[src/rtl/btn_step_frontend.sv]
// Board input front end: synchronises and debounces btn/sw, emits edge pulses,
// and turns btn[0] into a count strobe that auto-repeats while the button is held.
module btn_step_frontend #(
  parameter int DEBOUNCE_CYCLES = 1250000,
  parameter int REPEAT_DELAY    = 62500000,
  parameter int REPEAT_PERIOD   = 12500000
) (
  input  logic       clk,
  input  logic       rst,
  input  logic [3:0] btn,
  input  logic [1:0] sw,
  output logic [3:0] btn_db,
  output logic [3:0] btn_rise,
  output logic [3:0] btn_fall,
  output logic [1:0] sw_db,
  output logic       step,
  output logic       dir
);

  localparam int DB_W   = (DEBOUNCE_CYCLES > 1) ? $clog2(DEBOUNCE_CYCLES) : 1;
  localparam int TM_MAX = (REPEAT_DELAY > REPEAT_PERIOD) ? REPEAT_DELAY : REPEAT_PERIOD;
  localparam int TM_W   = (TM_MAX > 1) ? $clog2(TM_MAX) : 1;

  localparam logic [DB_W-1:0] DB_LAST  = DB_W'(DEBOUNCE_CYCLES - 1);
  localparam logic [TM_W-1:0] DLY_LAST = TM_W'(REPEAT_DELAY - 1);
  localparam logic [TM_W-1:0] PER_LAST = TM_W'(REPEAT_PERIOD - 1);

  // Bits [3:0] are buttons, [5:4] are switches, all handled identically.
  logic [5:0] raw;
  logic [5:0] sync_meta;
  logic [5:0] sync_s;
  logic [5:0] stable;
  logic [5:0] flip;

  assign raw = {sw, btn};

  always_ff @(posedge clk or posedge rst) begin
    if (rst) begin
      sync_meta <= '0;
      sync_s    <= '0;
    end else begin
      sync_meta <= raw;
      sync_s    <= sync_meta;
    end
  end

  for (genvar i = 0; i < 6; i++) begin : g_db
    logic [DB_W-1:0] cnt;
    logic            stable_q;
    logic            differ;

    assign differ    = sync_s[i] ^ stable_q;
    assign flip[i]   = differ && (cnt == DB_LAST);
    assign stable[i] = stable_q;

    // Any cycle of agreement clears the count, so glitches never accumulate.
    always_ff @(posedge clk or posedge rst) begin
      if (rst) begin
        cnt      <= '0;
        stable_q <= 1'b0;
      end else if (!differ) begin
        cnt <= '0;
      end else if (flip[i]) begin
        cnt      <= '0;
        stable_q <= ~stable_q;
      end else begin
        cnt <= cnt + 1'b1;
      end
    end
  end

  // Edge pulses are registered alongside the stable flip so they align with btn_db.
  always_ff @(posedge clk or posedge rst) begin
    if (rst) begin
      btn_rise <= '0;
      btn_fall <= '0;
    end else begin
      btn_rise <= flip[3:0] & sync_s[3:0];
      btn_fall <= flip[3:0] & ~sync_s[3:0];
    end
  end

  assign btn_db = stable[3:0];
  assign sw_db  = stable[5:4];
  assign dir    = stable[5];

  typedef enum logic [1:0] {
    ST_IDLE   = 2'd0,
    ST_DELAY  = 2'd1,
    ST_REPEAT = 2'd2
  } state_t;

  state_t          state;
  state_t          state_nx;
  logic [TM_W-1:0] timer;
  logic [TM_W-1:0] timer_nx;
  logic            step_nx;

  always_ff @(posedge clk or posedge rst) begin
    if (rst) begin
      state <= ST_IDLE;
      timer <= '0;
      step  <= 1'b0;
    end else begin
      state <= state_nx;
      timer <= timer_nx;
      step  <= step_nx;
    end
  end

  always_comb begin
    state_nx = state;
    case (state)
      ST_IDLE:   if (btn_rise[0]) state_nx = ST_DELAY;
      ST_DELAY: begin
        if (!btn_db[0])             state_nx = ST_IDLE;
        else if (timer == DLY_LAST) state_nx = ST_REPEAT;
      end
      ST_REPEAT: if (!btn_db[0]) state_nx = ST_IDLE;
      default:   state_nx = ST_IDLE;
    endcase
  end

  // Release is checked before expiry, so letting go on the expiry cycle yields no step.
  always_comb begin
    step_nx  = 1'b0;
    timer_nx = timer + 1'b1;
    case (state)
      ST_IDLE:   step_nx = btn_rise[0];
      ST_DELAY:  step_nx = btn_db[0] && (timer == DLY_LAST);
      ST_REPEAT: step_nx = btn_db[0] && (timer == PER_LAST);
      default:   step_nx = 1'b0;
    endcase
    if ((state_nx != state) || step_nx || (state == ST_IDLE)) timer_nx = '0;
  end

endmodule

[config.mk]
export PLATFORM = sky130hd
export DESIGN_NAME = btn_step_frontend
export DESIGN_NICKNAME = d
export VERILOG_FILES = /design/src/rtl/btn_step_frontend.sv
export SDC_FILE = /design/constraint.sdc
export NUM_CORES = 1
export LEC_CHECK = 0
export BUFFER_PORTS_ARGS = -buffer_cell sky130_fd_sc_hd__clkbuf_2
export CAP_MARGIN = 20
export CORE_MARGIN = 5
export CORE_UTILIZATION = 52
export CTS_BUF_LIST = sky130_fd_sc_hd__clkbuf_8 sky130_fd_sc_hd__clkbuf_16
export DETAILED_ROUTE_END_ITERATION = 8
export GPL_TIMING_DRIVEN = 0
export HOLD_SLACK_MARGIN = 0.08
export PLACE_DENSITY = 0.78
export SETUP_SLACK_MARGIN = 0.5
export SLEW_MARGIN = 40
export SYNTH_ARGS = -nofsm -noshare
export SYNTH_HDL_FRONTEND = slang
export SYNTH_SLANG_ARGS = --single-unit
[constraint.sdc]
create_clock -name clk -period 8.55 [get_ports clk]
set_input_delay 0.855 -clock clk [delete_from_list [all_inputs] [get_ports clk]]
set_output_delay 0.855 -clock clk [all_outputs]
set_load 0.005 [all_outputs]
==> results of run 1 <==
-- layout by cell type (no fill, tap or decap), types with 8 or more instances in the layout --
master,count
nand3_1,56
nand2_1,47
clkbuf_16,17
nor3_1,33
and4_1,9
nor4b_1,8
and3_1,14
clkbuf_2,23
dfrtp_1,181
nor3_2,21
xnor2_1,97
or2_2,11
nand4_1,32
nor4_1,26
clkbuf_1,15
and2_1,11
xor2_1,48
inv_1,35
ha_1,11
nor2_1,163
-- cell type report --
class	count	share of cell area
Sequential cell	181	0.455
Multi-Input combinational cell	638	0.405
Clock buffer	18	0.0441
Tap cell	220	0.0277
Buffer	30	0.0207
Timing Repair Buffer	25	0.0171
Clock inverter	12	0.0157
Inverter	35	0.0140
-- per-layer routing --
| layer | up-vias | share of wire | wire [µm] | GRT usage |
|---|---|---|---|---|
| li1 | 3070 | - | - | - |
| met1 | 3040 | 0.47 | 7690 | 0.242 |
| met2 | 115 | 0.48 | 7830 | 0.279 |
| met3 | 24 | 0.036 | 587 | 0.0430 |
| met4 | 0 | 0.013 | 205 | 0.0561 |
| met5 | - | 0 | 0 | 0 |
-- cell usage after synthesis, types with 14 or more instances --
| master | number | share of area |
|---|---|---|
| nand2_1 | 47 | 0.020 |
| inv_1 | 35 | 0.015 |
| clkbuf_1 | 15 | 0.0063 |
| and3_1 | 14 | 0.0098 |
| xor2_1 | 48 | 0.047 |
| nor3_1 | 33 | 0.019 |
| nand4_1 | 32 | 0.023 |
| nor2_1 | 163 | 0.069 |
| nor4_1 | 27 | 0.019 |
| dfrtp_1 | 181 | 0.51 |
| xnor2_1 | 97 | 0.096 |
| nand3_1 | 56 | 0.032 |
| nor3_2 | 21 | 0.024 |
-- final timing paths --
| check | to | slack [ns] |
|---|---|---|
| max | timer[13] | 6.20 |
| min in group asynchronous | step | 0.39 |
| min reg2reg | sync_s[0] | 0.35 |
| max in group asynchronous | g_db[2].cnt[13] | 7.15 |
| max reg2reg | timer[13] | 6.20 |
| min | sync_s[0] | 0.35 |
-- cells by family after synthesis --
kind of cell / count (synthesis) / share of synthesized area
AND/OR/NAND/NOR: 463 / 0.276
flip-flops: 181 / 0.509
XOR/XNOR: 145 / 0.143
buffers and inverters: 65 / 0.0380
AO/OA/AOI/OAI: 15 / 0.0131
adder cells (fa/ha/maj): 11 / 0.0155
multiplexers: 4 / 0.00506
-- power groups by stage --
stage	Clock, µW	Sequential, µW	Combinational [µW]
2_1_floorplan	0	888	33.7
3_3_place_gp	0	889	44.7
3_5_place_dp	0	889	49.3
4_1_cts	811	874	50.3
5_1_grt	843	874	56.8
6_report	791	874	47.7
-- metrics by stage --
step	utilization	cells
2_1_floorplan	-	884
5_1_grt	0.596	1159
6_report	0.596	1159
4_1_cts	0.596	1159
3_3_place_gp	0.556	1127
3_5_place_dp	0.560	1129
-- sequential cells by signal, summed over array words and instances, names as in the netlist --
name,flops
timer,26
state,2
sync_s,6
sync_meta,6
btn_fall,4
btn_rise,4
g_db.cnt,126
g_db.stable_q,5
step,1
dir,1
==> results.json, run 1 <==
{
  "gp_congestion": 0.830,
  "clk_pin_slew_ns": 0.06,
  "fmax_mhz": 426,
  "grt_max_degree": 78,
  "synth_edf_count": 0,
  "critPathArrivalTime_ns": 2.66,
  "slew_headroom": 0.507,
  "tightest_slew_ns": 0.732,
  "hp-start": "sync_meta[0]",
  "antenna_found_initial": 0,
  "io_pins": 24,
  "rsz0062_at_grt": "false",
  "place_ws_ns": 6.23,
  "htreeDepth": 4,
  "area_growth_pct": 11.9,
  "yosys.cell_types.count": 45,
  "clkPwrFrac": 0.462,
  "fin_total_pwr_uw": 1710,
  "max_cap_violations": 0,
  "cp_max_fo": 10,
  "n_antenna_cell": 0,
  "start_kind": "register",
  "finalCritPeriodShare": 0.274,
  "synth_area_um2": 8890,
  "die-height_um": 141,
  "grtUsageTotal": 0.177,
  "min_path_cells": 0,
  "cp-end-kind": "register",
  "cts_tree": "yes",
  "start_util": 0.533,
  "swShare": 0.215,
  "multi_input_comb_area_um2": 4030,
  "internal_power_uw": 1340,
  "syn_inst": 884,
  "postRouteAntennaNets": 0,
  "syn-num-nets": 903,
  "synth_area_per_cell_um2": 10.1,
  "slew_viol_final": 0,
  "critPathBufInv": 2,
  "first_pass_iters": 7,
  "cts_buffer_depth": 2,
  "dpl_cell_area_um2": 9350,
  "final_area_um2": 9950,
  "cts_resized": 0,
  "grt-ovfl-total": 0,
  "r2r_cells": 8,
  "yosysSeqAreaShare": 0.509,
  "p_comb_frac": 0.028,
  "fin_setup_tns_ns": 0,
  "ys_ff_latch": 181,
  "status": "finished clean",
  "die-area_um2": 19800,
  "ctsHoldBuffers": 0,
  "regArea_um2": 4530,
  "crit_start": "state[0]",
  "r2r-start": "state[0]",
  "finalNetCount": 947,
  "postCtsSetupBuffers": 0,
  "synthArstFlopShare": 1.00,
  "vias_per_cell": 5.39,
  "fin_ws_ns": 6.20,
  "hold_path.class": "reg2reg",
  "drive_above_1_share": 0.126,
  "skew_ns": 0.00830,
  "grt_pass1_wl_mm": 29.3,
  "period_needed_ns": 2.35,
  "cpPeakStageDelay_ns": 0.46,
  "worst-setup-path-type": "reg2reg",
  "synth_ff_type": "dfrtp_1",
  "cp_cell_sequence": "inv_1, ha_1, nor2_1, nor4b_1, o2111ai_1, o211ai_4, buf_12, nor3_2",
  "p_per_area_nw_per_um2": 172,
  "remaining_drc_errors": 0,
  "route.detailed.wl_per_inst_um": 14.1,
  "cp.depth": 8,
  "vdd.ir_drop.worst_v": 0.000179,
  "core_um2": 16700,
  "grt_pass1_vias": 6285,
  "fillers": 1370,
  "drt_iter0_drc": 392,
  "insertion_delay_ns": 0.43,
  "drt-total-wl_mm": 16.3,
  "cp_slowest_cell": "dfrtp_1",
  "holdWs_ns": 0.349,
  "p_seq_frac": 0.510,
  "cts_buffers": 17,
  "p_leak_uw": 0.00398,
  "io_buffers": 23,
  "clockRootBuffer": "clkbuf_16",
  "vias": 6249,
  "hpwlAfterDp_mm": 10.8,
  "timing.final.hold_violations": 0,
  "yosysWarnings": 0,
  "worstPathRequired_ns": 8.86,
  "cts.sinks": 181,
  "critPathTopFamily": "compound AO/OA/AOI/OAI gates",
  "rows": 47,
  "die_width_um": 141,
  "power.net_switching_uw": 368,
  "finalSetupViolCount": 0
}
Note: power is estimated with default switching activity, not from simulation.
==> inputs of run 2 (changes only) <==
Settings changed: ABC_AREA set to 1.
Clock period 8.55 ns to 2.2 ns, I/O delays scaled along.
==> run 2 against run 1 <==
  * Sequential share of layout area shrank 11 points
  * Synthesized cell count grew 39%
  * Cell count grew 44%
  * Via count grew 56%
  * Non-clock buffer count grew 139
  * Die area grew 8.0%
  * Clock skew grew 0.0057 ns
  * Critical path type unchanged
  * Largest power group unchanged
==> results.json, run 2 <==
{
  "grt_pass1_wl_mm": 40.1,
  "synth_area_per_cell_um2": 7.87,
  "synthMuxAreaShare": 0,
  "power.net_switching_uw": 1650,
  "hp-start": "sync_meta[2]",
  "die-height_um": 146,
  "place_ws_ns": 0.0645,
  "synth_simple_gate_area_frac": 0.323,
  "worstPathRequired_ns": 2.52,
  "vdd.ir_drop.worst_v": 0.000571,
  "cp_cell_sequence": "buf_6, buf_6, nand3_4, nor3_4, nand2_2, nor3_4, nand2_2, nor2_4, nand2_2, o21ai_1, nor2_1",
  "route.detailed.wl_per_inst_um": 17.5,
  "cpPeakStageDelay_ns": 0.45,
  "vias_per_cell": 5.85,
  "slew_viol_final": 0,
  "status": "finished clean",
  "synthXorXnorAreaFrac": 0.0598,
  "multi_input_comb_area_um2": 5320,
  "p_per_area_nw_per_um2": 535,
  "rows": 49,
  "area_growth_pct": 37.6,
  "gp_congestion": 0.906,
  "synthArstFlopShare": 1.00,
  "critPathBufInv": 2,
  "synth.area.top_cells": "dfrtp_1, nand2_1, inv_1, nor2_1, xor2_1",
  "ff2ff_setup_slack_ns": 0.10,
  "internal_power_uw": 5460,
  "cp_slowest_cell": "dfrtp_1",
  "first_pass_iters": 6,
  "synth_ff_type": "dfrtp_1",
  "fmax_mhz": 477,
  "syn-num-nets": 1247,
  "yosys.area.top_type_share": 0.469,
  "cts_tree": "yes",
  "skew_ns": 0.0140,
  "slew_headroom": 0.631,
  "cts_buffers": 17,
  "synth_area_um2": 9660,
  "drive_above_1_share": 0.321,
  "synth_top_family_by_area": "simple AND/OR/NAND/NOR gates",
  "postRouteAntennaNets": 0,
  "finalSetupViolCount": 0,
  "clk_pin_slew_ns": 0.08,
  "remaining_drc_errors": 0,
  "hold_end": "sync_s[2]",
  "p_comb_frac": 0.058,
  "worst-setup-path-type": "reg2reg",
  "hpwlAfterDp_mm": 14.8,
  "p_leak_uw": 0.00607,
  "hold_path.class": "reg2reg",
  "r2r-start": "g_db[0].cnt[0]",
  "io_pins": 24,
  "io_buffers": 23,
  "synth_largest_area_cell": "dfrtp_1",
  "fin_ws_ns": 0.104,
  "cts.sinks": 181,
  "rsz0062_at_grt": "true",
  "die_width_um": 146,
  "grt-ovfl-total": 0,
  "clockRootBuffer": "clkbuf_16",
  "fin_setup_tns_ns": 0,
  "n_antenna_cell": 0,
  "regArea_um2": 4550,
  "cp-end-kind": "register",
  "crit_start": "g_db[0].cnt[0]",
  "yosys.cell_types.count": 32,
  "swShare": 0.232,
  "synth_edf_count": 0,
  "start_kind": "register",
  "grt_pass1_vias": 8631,
  "cp_common_cell": "nand2_2",
  "synth_common_cells": "nand2_1, inv_1, dfrtp_1",
  "final_cell_mix": "nand2_1, inv_1, dfrtp_1",
  "ys_ff_latch": 181,
  "drt_iter0_drc": 1070,
  "fillers": 1126,
  "die-area_um2": 21400,
  "htreeDepth": 4,
  "synth_compound_area_frac": 0.0465,
  "drt-total-wl_mm": 29.1,
  "clkPwrFrac": 0.463,
  "layout.cells.most_common": "nand2_1",
  "synth_fa_ha_area_frac": 0.0142,
  "regMostFlops": "g_db.cnt",
  "cp_max_fo": 4,
  "cts_buffer_depth": 2,
  "yosysMostFrequentCell": "nand2_1",
  "syn_inst": 1228,
  "r2r_cells": 11,
  "tightest_slew_ns": 0.553,
  "antenna_found_initial": 0,
  "grtUsageTotal": 0.223,
  "r2r_end": "g_db[0].cnt[15]",
  "holdWs_ns": 0.353,
  "start_util": 0.532,
  "yosysSeqAreaShare": 0.469,
  "min_path_cells": 0,
  "yosysWarnings": 0,
  "timing.final.hold_violations": 0,
  "period_needed_ns": 2.10,
  "core_um2": 18100,
  "finalCritPeriodShare": 0.953,
  "top_regs": "g_db.cnt: 126 flops, timer: 26 flops",
  "largest_reg_flops": 126,
  "critPathArrivalTime_ns": 2.41,
  "insertion_delay_ns": 0.44,
  "grt_max_degree": 26,
  "vias": 9754,
  "finalNetCount": 1444,
  "max_cap_violations": 0,
  "p_seq_frac": 0.479,
  "critPathTopFamily": "simple AND/OR/NAND/NOR gates"
}
run 2: changes by cell type after synthesis, moves of 11 or more:
cell / change
nand2_1: +165
inv_1: +162
xnor2_1: -80
a21oi_1: +32
nand4_1: +29
o21ai_0: +24
nand3_1: +22
nor2_2: +22
nor3_1: +22
nor3_2: -18
nor2_1: +14
and3_1: -13
and2_1: -11
run 2: kinds of logic after synthesis:
logic type                 Yosys count
AOI/OAI and AO/OA                   82
xor gates and xnor gates            66
DFF                                181
adders and majority gates           11
and+or+nand+nor                    673
buffers and inverters              215
run 2: layer usage:
layer / vias to the layer above / wire length [µm] / track usage
met5: - / 0 / 0
li1: 4385 / - / -
met1: 4679 / 11100 / 0.290
met3: 145 / 1940 / 0.0412
met4: 0 / 1380 / 0.0743
met2: 545 / 14700 / 0.377
run 2: worst max path at each step:
stage               cells past startpoint         endpoint  slack [ns]
floorplan                               1      btn_fall[0]       -0.34
global placement                        2        timer[23]       -1.41
detailed placement                      8  g_db[3].cnt[14]        0.06
CTS                                    14         timer[7]        0.29
global route                           15        timer[16]        0.04
finish                                 11  g_db[0].cnt[15]        0.10
run 2: cell type report:
class	instances	share of cell area
Clock buffer	17	0.0320
Tap cell	229	0.0216
Timing Repair Buffer	178	0.120
Inverter	199	0.0574
Sequential cell	181	0.342
Multi-Input combinational cell	832	0.401
Buffer	16	0.0115
Clock inverter	15	0.0152
run 2: per-stage QoR:
| stage | utilization | instances | cell area, µm² | total power (µW) |
|---|---|---|---|---|
| after floorplan | - | 1228 | 9680 | 3600 |
| after global placement | 0.556 | 1480 | 10100 | 3650 |
| after detailed placement | 0.567 | 1488 | 10300 | 3700 |
| after global routing | 0.732 | 1667 | 13300 | 7320 |
| final | 0.732 | 1667 | 13300 | 7110 |
| after CTS | 0.663 | 1599 | 12000 | 7000 |
run 2: power by group through the flow:
stage	logic, µW	registers [µW]	clock network, µW
global placement	193	3460	0
finish	415	3410	3290
CTS	322	3400	3280
detailed placement	242	3460	0
global route	452	3410	3460
floorplan	145	3450	0
run 2: repair_timing:
action | in CTS | in global routing
endpoints found under the hold margin | 27 | 0
hold buffers | 7 | 0
setup endpoints to repair | 117 | 119
buffers inserted | 71 | 64
gates cloned | 1 | 4
pin swaps | 42 | 86
resized for setup | 124 | 208
==> inputs of run 3 (changes only) <==
Settings changed: ABC_AREA 1 to not set.
==> run 3 against run 2 <==
  * The flow now finishes with violations (setup timing)
  * Wire length shrank 10%
  * Critical path depth shrank 3
  * Register-to-register slack lost 0.21 ns
  * Critical endpoint is now timer[25]
==> results.json, run 3 (synthesis gave the netlist of run 1 again) <==
{
  "status": "finished with violations",
  "violations": "setup timing",
  "period_needed_ns": 2.31,
  "cts_buffers": 17,
  "slew_viol_final": 0,
  "postRouteAntennaNets": 0,
  "finalCritPeriodShare": 1.05,
  "die-area_um2": 19800,
  "start_kind": "register",
  "post-place-cells": 1135,
  "p_per_area_nw_per_um2": 548,
  "worst-setup-path-type": "reg2reg",
  "grt_pass1_vias": 6928,
  "p_leak_uw": 0.00498,
  "hold_path.class": "in2async",
  "htreeDepth": 4,
  "grt_max_degree": 25,
  "vias_per_cell": 5.99,
  "regMostFlops": "g_db.cnt",
  "r2r_cells": 8,
  "utilization": 0.774,
  "insertion_delay_ns": 0.43,
  "cp_cell_sequence": "buf_4, buf_4, nand2_1, or4_1, buf_2, nor4_2, xnor2_1, nor3_1",
  "cpPeakStageDelay_ns": 0.52,
  "critPathArrivalTime_ns": 2.64,
  "cts_buffer_depth": 2,
  "route.detailed.wl_per_inst_um": 20.6,
  "remaining_drc_errors": 0,
  "top_regs": "g_db.cnt: 126 flops, timer: 26 flops",
  "rsz0062_at_grt": "true",
  "vdd.ir_drop.worst_v": 0.000607,
  "finalSetupViolCount": 26,
  "largest_reg_flops": 126,
  "rows": 47,
  "cp_slowest_cell": "or4_1",
  "area_growth_pct": 45.3,
  "gp_congestion": 0.793,
  "cts.sinks": 181,
  "skew_ns": 0.00740,
  "clk_pin_slew_ns": 0.07,
  "io_pins": 24,
  "io_buffers": 23,
  "core_um2": 16700,
  "fin_setup_tns_ns": -1.37,
  "vias": 7602,
  "cp_common_cell": "buf_4",
  "finalNetCount": 1057,
  "fmax_mhz": 433,
  "final_cell_mix": "dfrtp_1, nor2_4, xnor2_1",
  "holdWs_ns": 0.341,
  "first_pass_iters": 7,
  "r2r_end": "timer[25]",
  "cp-end-kind": "register",
  "fin_ws_ns": -0.108,
  "start_util": 0.533,
  "drt-total-wl_mm": 26.2,
  "worstPathRequired_ns": 2.54,
  "grt-ovfl-total": 0,
  "cts_tree": "yes",
  "tightest_slew_ns": 0.586,
  "hpwlAfterDp_mm": 11.3,
  "ff2ff_setup_slack_ns": -0.11,
  "die-height_um": 141,
  "finalNonFillerCells": 1270,
  "cp_max_fo": 8,
  "n_antenna_cell": 0,
  "layout.cells.most_common": "dfrtp_1",
  "grtUsageTotal": 0.195,
  "grt_pass1_wl_mm": 32.2,
  "timing.final.hold_violations": 0,
  "max_cap_violations": 0,
  "clockRootBuffer": "clkbuf_16",
  "die_width_um": 141,
  "slew_headroom": 0.606,
  "drive_above_1_share": 0.434,
  "drt_iter0_drc": 530,
  "antenna_found_initial": 0,
  "fin_total_pwr_uw": 7080,
  "r2r-start": "timer[6]"
}
[run 3: repair_timing]
action / in CTS / in global routing
gates resized for setup: 81 / 342
pin swaps: 37 / 89
cloned: 3 / 8
hold buffers: 7 / 0
buffers inserted: 44 / 42
endpoints found under the hold margin: 22 / 0
endpoints found under the setup margin: 156 / 162
[run 3: power breakdown]
group          switching (µW)  internal, µW
Combinational             259           208
Clock                    1300          1910
Sequential               44.0          3370
[run 3: cell type report]
type	instances	area [µm²]
sequential	181	4550
fill	865	3780
timing repair buffer	135	1320
inverter	35	135
clock buffer	18	439
multi-input combinational	638	5660
clock inverter	13	168
buffer	30	382
tap	220	275
[run 3: worst max path at each step]
| stage | from | end | slack (ns) | cells after the start |
|---|---|---|---|---|
| floorplan | rst | btn_fall[0] | -0.34 | 1 |
| global placement | rst | g_db[5].cnt[18] | -1.46 | 2 |
| detailed placement | state[0] | timer[7] | -0.16 | 8 |
| CTS | timer[6] | timer[17] | 0.02 | 6 |
| global route | timer[6] | timer[25] | -0.17 | 8 |
| finish | timer[6] | timer[25] | -0.11 | 8 |
[run 3: routing by layer]
layer | up-vias | routed length (µm) | global-route usage
met4 | 0 | 1100 | 0.0602
met5 | - | 0 | 0
met3 | 102 | 1170 | 0.0362
met1 | 3893 | 10000 | 0.249
li1 | 3299 | - | -
met2 | 308 | 13900 | 0.337
[run 3: critical path: cells and delay by family, from the launching register on]
family                 cells  cell delay (ns)
flip-flops                 1             0.39
buffers and inverters      3             0.43
AND/OR/NAND/NOR            4             1.23
XOR/XNOR                   1             0.15
[run 3: stage by stage]
stage	setup WS [ns]	area, µm²
after floorplan	-0.343	9050
after global routing	-0.166	12900
after global placement	-1.46	9440
after CTS	0.0159	11100
after detailed placement	-0.155	9660
final	-0.108	12900
